File: src/rtl/clk_div_sched_if.sv
// Ratio-change handshake between a requester and clk_div_sched.
// The requester holds div_req/div_val until it sees div_ack.
interface clk_div_sched_if #(
  parameter int W = 8
);
  logic         div_req;
  logic [W-1:0] div_val;
  logic         div_ack;
  logic         div_err;

  modport master (output div_req, output div_val, input div_ack, input div_err);
  modport slave  (input div_req, input div_val, output div_ack, output div_err);
endinterface

File: src/rtl/clk_div_sched.sv
// Runtime-programmable clock divider. Ratio changes and stops only take
// effect at period boundaries, so the divided clock never has a runt pulse.
module clk_div_sched #(
  parameter int W       = 8,
  parameter int DEF_DIV = 2
) (
  input  logic          in,
  input  logic          resetn,
  input  logic          en,
  clk_div_sched_if.slave bus,
  output logic          out,
  output logic          tick,
  output logic          running,
  output logic [W-1:0]  cur_div
);

  typedef enum logic {STOP, RUN} state_t;

  localparam logic [W-1:0] ONE = W'(1);
  localparam logic [W-1:0] TWO = W'(2);

  state_t       state;
  logic [W-1:0] cnt;
  logic [W-1:0] pend_val;
  logic         pend;

  logic         req_take;
  logic         req_bad;
  logic         at_end;
  logic [W-1:0] cnt_inc;
  logic [W-1:0] half_hi;

  // A request is only sampled when nothing is outstanding and we are not
  // in the ack cycle of the previous one (requester may still hold div_req).
  assign req_take = bus.div_req && !pend && !bus.div_ack;
  assign req_bad  = bus.div_val < TWO;
  assign at_end   = (cnt == cur_div - ONE);
  assign cnt_inc  = cnt + ONE;
  assign half_hi  = cur_div - (cur_div >> 1);

  always_ff @(posedge in or negedge resetn) begin
    if (!resetn) begin
      state       <= STOP;
      cnt         <= '0;
      pend_val    <= '0;
      pend        <= 1'b0;
      cur_div     <= W'(DEF_DIV);
      out         <= 1'b0;
      tick        <= 1'b0;
      running     <= 1'b0;
      bus.div_ack <= 1'b0;
      bus.div_err <= 1'b0;
    end else begin
      bus.div_ack <= 1'b0;
      bus.div_err <= 1'b0;
      tick        <= 1'b0;

      if (req_take && req_bad) begin
        bus.div_ack <= 1'b1;
        bus.div_err <= 1'b1;
      end

      case (state)
        STOP: begin
          // A ratio accepted in the same cycle as en rises governs the first period.
          if (req_take && !req_bad) begin
            cur_div     <= bus.div_val;
            bus.div_ack <= 1'b1;
          end
          if (en) begin
            state   <= RUN;
            running <= 1'b1;
            out     <= 1'b1;
            tick    <= 1'b1;
            cnt     <= '0;
          end
        end

        RUN: begin
          if (at_end) begin
            cnt <= '0;
            if (pend) begin
              cur_div     <= pend_val;
              pend        <= 1'b0;
              bus.div_ack <= 1'b1;
            end
            if (en) begin
              out  <= 1'b1;
              tick <= 1'b1;
            end else begin
              state   <= STOP;
              running <= 1'b0;
              out     <= 1'b0;
            end
          end else begin
            cnt <= cnt_inc;
            out <= (cnt_inc < half_hi);
          end
          // Latched at the boundary itself means it waits for the next one.
          if (req_take && !req_bad) begin
            pend_val <= bus.div_val;
            pend     <= 1'b1;
          end
        end

        default: state <= STOP;
      endcase
    end
  end

endmodule

File: src/flat_wrapper.sv
// flat-port wrapper written by rule: the top's interface ports become plain ports
module clk_div_sched_flat 
#(
  parameter int W       = 8,
  parameter int DEF_DIV = 2
)
  (in, resetn, en, out, tick, running, cur_div, bus_div_req, bus_div_val, bus_div_ack, bus_div_err);
  clk_div_sched_if #(.W(W)) bus_i ();
  input  logic in;
  input  logic resetn;
  input  logic en;
  output logic out;
  output logic tick;
  output logic running;
  output logic [W-1:0] cur_div;
  input wire logic [$bits(bus_i.div_req)-1:0] bus_div_req;
  input wire logic [$bits(bus_i.div_val)-1:0] bus_div_val;
  output wire logic [$bits(bus_i.div_ack)-1:0] bus_div_ack;
  output wire logic [$bits(bus_i.div_err)-1:0] bus_div_err;
  assign bus_i.div_req = bus_div_req;
  assign bus_i.div_val = bus_div_val;
  assign bus_div_ack = bus_i.div_ack;
  assign bus_div_err = bus_i.div_err;
  clk_div_sched #(.W(W), .DEF_DIV(DEF_DIV)) u_core (.in(in), .resetn(resetn), .en(en), .bus(bus_i), .out(out), .tick(tick), .running(running), .cur_div(cur_div));
endmodule
File: config.mk
export PLATFORM = sky130hd
export DESIGN_NAME = clk_div_sched_flat
export DESIGN_NICKNAME = d
export VERILOG_FILES = /design/src/rtl/clk_div_sched_if.sv /design/src/rtl/clk_div_sched.sv /design/src/flat_wrapper.sv
export SDC_FILE = /design/constraint.sdc
export NUM_CORES = 1
export LEC_CHECK = 0
export ABC_CLOCK_PERIOD_IN_PS = 3500
export CAP_MARGIN = 40
export CORE_UTILIZATION = 55
export CTS_CLUSTER_SIZE = 40
export DETAILED_ROUTE_END_ITERATION = 10
export GPL_TIMING_DRIVEN = 0
export PLACE_DENSITY_LB_ADDON = 0.2
export REMOVE_ABC_BUFFERS = 1
export SLEW_MARGIN = 40
export SYNTH_ARGS = -nofsm -noshare
export SYNTH_HDL_FRONTEND = slang
export SYNTH_SLANG_ARGS = --single-unit
File: constraint.sdc
create_clock -name in -period 3.5 [get_ports in]
set_input_delay 0.7 -clock in [delete_from_list [all_inputs] [get_ports in]]
set_output_delay 0.7 -clock in [all_outputs]
set_load 0.02 [all_outputs]
==> flow_summary.yaml, run 1 <==
clock_network:
  clock_path_buffers: 2
  cts_hold_buffers: 0
  clkLatencyLatePin_ns: 0.29
  post_cts_buffers: 0
  cts_resized: 0
  cts-root-buf: "clkbuf_8"
  clock_sinks: 31
  cts_tree: "yes"
  numCtsBuffers: 5
  path_clk_slew_ns: 0.07
  htree_levels: 2
yosys:
  yosysTopAreaCellShare_pct: 35.3
  synth_flop_cell: "dfrtp_1"
  yosysWarnings: 0
  syn_avg_cell_area_sq_um: 10.8
  syn_area_sq_um: 2120
  yosysTopAreaCell: "dfrtp_1"
  synth-async-reset-ratio_pct: 100
  seq_area_frac_synth_pct: 36.6
  synth_cells: 196
  synth_enable_flop_cells: 0
  synth.lib_cells_used.distinct: 44
  ys_ff_latch: 31
  synth_area_leaders: "dfrtp_1 35%, ha_1 14%, mux2i_1 7.5%, xnor2_1 5.8%, xor2_1 4.5%"
timing:
  whs_ns: 0.441
  fmax_mhz: 327
  fin_crit_sh_pct: 87.4
  setup_violations: 0
  rsz0062_at_grt: "no"
  tightest_slew_ns: 0.661
  maxSlewViolCount: 0
  hold_violations: 0
  max-slew-margin-rel_pct: 56.0
  min_period_ns: 3.06
  skew_ns: 0.0127
  fin_setup_tns_ns: 0
route:
  drtIter0Drc: 33
  drc_errors: 0
  firstDrtPassIters: 4
  wl_per_cell_um: 15.3
  num_vias: 1522
  wl_mm: 4.15
  antenna_left: 0
  via_per_inst: 5.60
power:
  p_sw_mw: 1.17
  leakage_nw: 1.23
  p_int_mw: 1.54
  seqPwrFrac_pct: 25.8
  swShare_pct: 43.1
  vdd_ir_drop_max_uv: 421
  power_density_nw_per_um2: 1090
  clockPowerShare_pct: 10.5
  p_comb_share_pct: 63.7
placement:
  place_area_sq_um: 2390
  dp_cells: 263
  place_hpwl_mm: 3.28
  place_congestion: 0.799
  port_buffers: 24
global_route:
  antenna_found_initial: 0
  grt-busiest-layer: "met2"
  grt_pass1_wl_mm: 6.97
  grt.met2_usage_pct: 38.4
  grt_usage_pct: 22.7
  grt_max_degree: 32
  overflow: 0
  grt_pass1_vias: 1487
  grt_util_met3_pct: 3.75
  met1_usage_pct: 28.8
floorplan:
  start_util_pct: 57.6
  core_sq_um: 3690
  die_x_um: 64.2
  io_pins: 25
  die-area_sq_um: 4120
  row_count: 22
  dieHeight_um: 64.2
worst_setup_path:
  path_max_fanout: 5
  crit_required_ns: 3.72
  cp_data_arrival_time_ns: 3.28
  critPathCaptureType: "register"
  cp-start-kind: "register"
  crit_type: "register to register"
flow_run:
  cap_violations: 0
finish:
  stdcell_count: 272
  drive_above_1_share_pct: 11.2
  diodes: 0
  post-route-util_pct: 67.7
  area_delta_synth_final_pct: 17.6
  layout_common_cells: "30 x dfrtp_1, 23 x ha_1, 23 x clkdlybuf4s50_1"
  final_area_sq_um: 2500
  fill_cells: 288
  final_common_cell: "dfrtp_1"
  finalNetCount: 259
min_path:
  hold_path.class: "input pin to async pin"
status:
  status: "finished clean"
metrics by stage:
step | power [mW] | setup WS, ns
global placement | 2.34 | 0.562
CTS | 2.73 | 0.427
floorplan | 1.95 | 0.747
finish | 2.71 | 0.440
global route | 2.95 | 0.314
detailed placement | 2.43 | 0.472
cells by family (layout without fill, tap and decap cells):
logic type,Yosys count,after routing,share of synthesized area (%)
and+or+nand+nor,41,41,10.7
AOI/OAI and AO/OA,33,33,12.7
DFF,31,31,36.6
xor gates and xnor gates,25,25,10.3
adders and majority gates,24,24,14.5
muxes,24,24,11.8
buffers and inverters,18,46,3.47
power groups by stage:
stage	clock network, mW	logic (mW)	registers (mW)
2_1_floorplan	0	1.21	0.732
3_3_place_gp	0	1.64	0.695
3_5_place_dp	0	1.72	0.709
4_1_cts	0.290	1.74	0.702
5_1_grt	0.305	1.93	0.723
6_report	0.283	1.73	0.700
path summary, 6_finish.rpt:
kind                                                start                             end  slack, ns  depth (start not counted)
setup / recovery            u_core.cur_div[1]$_DFFE_PN1P_          u_core.out$_DFFE_PN0P_       0.44                         11
hold / removal                                     resetn         u_core.pend$_DFFE_PN0P_       0.44                          1
hold reg to reg            u_core.pend_val[4]$_DFFE_PN0P_  u_core.pend_val[4]$_DFFE_PN0P_       0.51                          1
max in group asynchronous                          resetn  u_core.pend_val[1]$_DFFE_PN0P_       2.62                          1
setup reg to reg            u_core.cur_div[1]$_DFFE_PN1P_          u_core.out$_DFFE_PN0P_       0.44                         11
min in group in            u_core.pend_val[4]$_DFFE_PN0P_  u_core.pend_val[4]$_DFFE_PN0P_       0.51                          1
layout make-up:
class                      instances  area, sq um  share of cell area (%)
clock buffer                       7         86.3                    3.46
clock inverter                     1         5.00                   0.200
inverter                          13         48.8                    1.95
multi-input combinational        147         1270                    51.0
sequential                        31          777                    31.1
tap                               48         60.1                    2.40
timing repair buffer              25          246                    9.87
sequential cells by signal (all words and copies together) (netlist names):
name	cells
u_core.bus.div_ack	1
u_core.out	1
u_core.running	1
u_core.pend	1
u_core.state	1
u_core.bus.div_err	1
u_core.cur_div	8
u_core.pend_val	8
u_core.cnt	8
u_core.tick	1
critical path, stage by stage, from the launching register on:
cell       delay (ns)
dfstp_2          0.58
inv_1            0.09
ha_1             0.29
o21ba_2          0.21
o21bai_1         0.19
a21oi_1          0.12
o21ai_0          0.21
xor2_1           0.23
ha_1             0.28
a2111oi_0        0.40
o2bb2ai_1        0.22
o211a_1          0.17
metal layers:
layer / vias to the layer above / share of wire (%)
li1: 746 / -
met1: 750 / 46
met2: 20 / 50
met3: 6 / 2.0
met4: 0 / 1.5
met5: - / 0
synth_stat cells (2+ instances only):
cell type  count
a21boi_0       2
a21oi_1        4
a32o_1         6
and3_1         2
clkbuf_1       2
dfrtp_1       30
ha_1          23
inv_1         13
mux2_2         8
mux2i_1       16
nand2_1       10
nand2b_1       2
nand3_1        4
nor2_1         8
nor2b_1        2
nor3_1         4
o21a_1         4
o21ai_0        5
o21bai_1       2
or3_1          2
xnor2_1       14
xor2_1        11
(Power assumes the default switching activity.)
==> run 2, diff against run 1 <==
--- a/config.mk
+++ b/config.mk
@@ -8,6 +8,7 @@
 export ABC_CLOCK_PERIOD_IN_PS = 3500
 export CAP_MARGIN = 40
 export CORE_UTILIZATION = 55
+export CTS_BUF_LIST = sky130_fd_sc_hd__clkbuf_2
 export CTS_CLUSTER_SIZE = 40
 export DETAILED_ROUTE_END_ITERATION = 10
 export GPL_TIMING_DRIVEN = 0
==> flow_summary.yaml, run 2 (synthesis gave the netlist of run 1 again) <==
status:
  status: "finished clean"
finish:
  finalNetCount: 259
  stdcell_count: 272
  final-seq-area_sq_um: 777
  diodes: 0
  fill_cells: 296
  drive_above_1_share_pct: 11.2
  multi_input_area_sq_um: 1270
  reg_top3: "u_core.cnt x8, u_core.cur_div x8, u_core.pend_val x8"
  final_common_cell: "dfrtp_1"
  layout_common_cells: "30 x dfrtp_1, 23 x ha_1, 23 x clkdlybuf4s50_1"
  area_delta_synth_final_pct: 15.1
timing:
  fin_crit_sh_pct: 87.3
  skew_ns: 0.0386
  maxSlewViolCount: 0
  rsz0062_at_grt: "no"
  hold_violations: 0
  max-slew-margin-rel_pct: 55.7
  fin_setup_tns_ns: 0
  fmax_mhz: 327
  min_period_ns: 3.05
  tightest_slew_ns: 0.664
  setup_violations: 0
clock_network:
  post_cts_buffers: 0
  clock_path_buffers: 2
  clkLatencyLatePin_ns: 0.37
  cts_tree: "yes"
  path_clk_slew_ns: 0.18
  cts_resized: 0
  htree_levels: 2
  cts-root-buf: "clkbuf_2"
  numCtsBuffers: 5
  cts_hold_buffers: 0
  clock_sinks: 31
floorplan:
  start_util_pct: 57.6
  dieHeight_um: 64.2
  die-area_sq_um: 4120
  io_pins: 25
  die_x_um: 64.2
  core_sq_um: 3690
  row_count: 22
power:
  vdd_ir_drop_max_uv: 418
  leakage_nw: 1.21
  power_density_nw_per_um2: 1060
  power_mw: 2.58
route:
  firstDrtPassIters: 4
  antenna_left: 0
  drtIter0Drc: 39
  num_vias: 1526
  via_per_inst: 5.61
  drc_errors: 0
  wl_mm: 4.10
  wl_per_cell_um: 15.1
worst_setup_path:
  cp-start-kind: "register"
  reg2regPathDepth: 11
  reg2reg_setup_slack_ns: 0.45
  slowest_stage: "dfstp_2"
  crit_required_ns: 3.80
  path_max_fanout: 5
  timing.critical_path.cells: "inv_1, ha_1, o21ba_2, o21bai_1, a21oi_1, o21ai_0, xor2_1, ha_1, a2111oi_0, o2bb2ai_1, o211a_1"
  critPathCaptureType: "register"
  crit_type: "register to register"
  critical_path.max_stage_delay_ns: 0.61
  path_common_cell: "ha_1"
  r2r_start: "u_core.cur_div[1]$_DFFE_PN1P_"
  r2r_end: "u_core.out$_DFFE_PN0P_"
  cp_data_arrival_time_ns: 3.35
flow_run:
  cap_violations: 0
placement:
  port_buffers: 24
  dp_cells: 263
  place_congestion: 0.799
  place_hpwl_mm: 3.28
global_route:
  grt_pass1_vias: 1486
  grt_pass1_wl_mm: 6.91
  grt_max_degree: 32
  grt_usage_pct: 22.1
  antenna_found_initial: 0
  overflow: 0
min_path:
  hold_path.class: "input pin to async pin"
run 2: cell count changes in the layout (fill, tap and decap cells not counted):
cell and change:
clkbuf_2 +6, clkbuf_1 -1, clkinv_1 +1, clkbuf_8 -6
run 2: layer usage:
layer	global-route usage [%]	routed length [um]	vias up
met3	3.21	144	5
li1	-	-	745
met5	0	0	-
met2	38.6	2100	27
met1	28.6	1810	749
met4	5.83	44	0
run 2: worst max path at each step:
stage	start	end	slack (ns)	cells after the start
floorplan	u_core.cur_div[1]$_DFFE_PN1P_	u_core.out$_DFFE_PN0P_	0.75	12
global placement	u_core.cur_div[1]$_DFFE_PN1P_	u_core.out$_DFFE_PN0P_	0.56	12
detailed placement	u_core.cur_div[1]$_DFFE_PN1P_	u_core.out$_DFFE_PN0P_	0.47	11
CTS	u_core.cur_div[1]$_DFFE_PN1P_	u_core.out$_DFFE_PN0P_	0.41	11
global route	u_core.cur_div[1]$_DFFE_PN1P_	u_core.out$_DFFE_PN0P_	0.28	11
finish	u_core.cur_div[1]$_DFFE_PN1P_	u_core.out$_DFFE_PN0P_	0.45	11
run 2: metrics by stage:
step | utilization, % | area [sq um] | setup slack [ns] | hold slack (ns)
global route | 66.3 | 2440 | 0.283 | 0.355
CTS | 66.0 | 2430 | 0.413 | 0.344
floorplan | - | 2100 | 0.747 | 0.404
global placement | 65.1 | 2400 | 0.562 | 0.488
detailed placement | 64.9 | 2390 | 0.472 | 0.495
finish | 66.3 | 2440 | 0.446 | 0.333
run 2: layout make-up:
| cell class | instances | share of cell area (%) |
|---|---|---|
| multi-input cells | 147 | 52.1 |
| well taps | 48 | 2.46 |
| inverters | 13 | 2.00 |
| clock inverters | 2 | 0.358 |
| clock buffers | 6 | 1.23 |
| repair buffers | 25 | 10.1 |
| flip-flops and latches | 31 | 31.8 |
run 2: power breakdown:
part	switching [mW]	leakage (nW)	internal [mW]
Combinational	0.855	0.804	0.865
Sequential	0.181	0.374	0.515
Clock	0.115	0.0304	0.0491
Total	1.15	1.21	1.43
run 2: worst max-delay path: cells and delay by family, from the launching register on:
kind	cells	cell delay (ns)
AOI/OAI and AO/OA	7	1.50
xor gates and xnor gates	1	0.24
adders and majority gates	2	0.57
buffers and inverters	1	0.09
DFF	1	0.61
==> run 3, diff against run 2 <==
--- a/config.mk
+++ b/config.mk
@@ -14,6 +14,7 @@
 export GPL_TIMING_DRIVEN = 0
 export PLACE_DENSITY_LB_ADDON = 0.2
 export REMOVE_ABC_BUFFERS = 1
+export SKIP_CTS_REPAIR_TIMING = 1
 export SLEW_MARGIN = 40
 export SYNTH_ARGS = -nofsm -noshare
 export SYNTH_HDL_FRONTEND = slang
==> results of run 3 <==
Same layout as run 2: the final DEF is identical, and so are final timing and power.
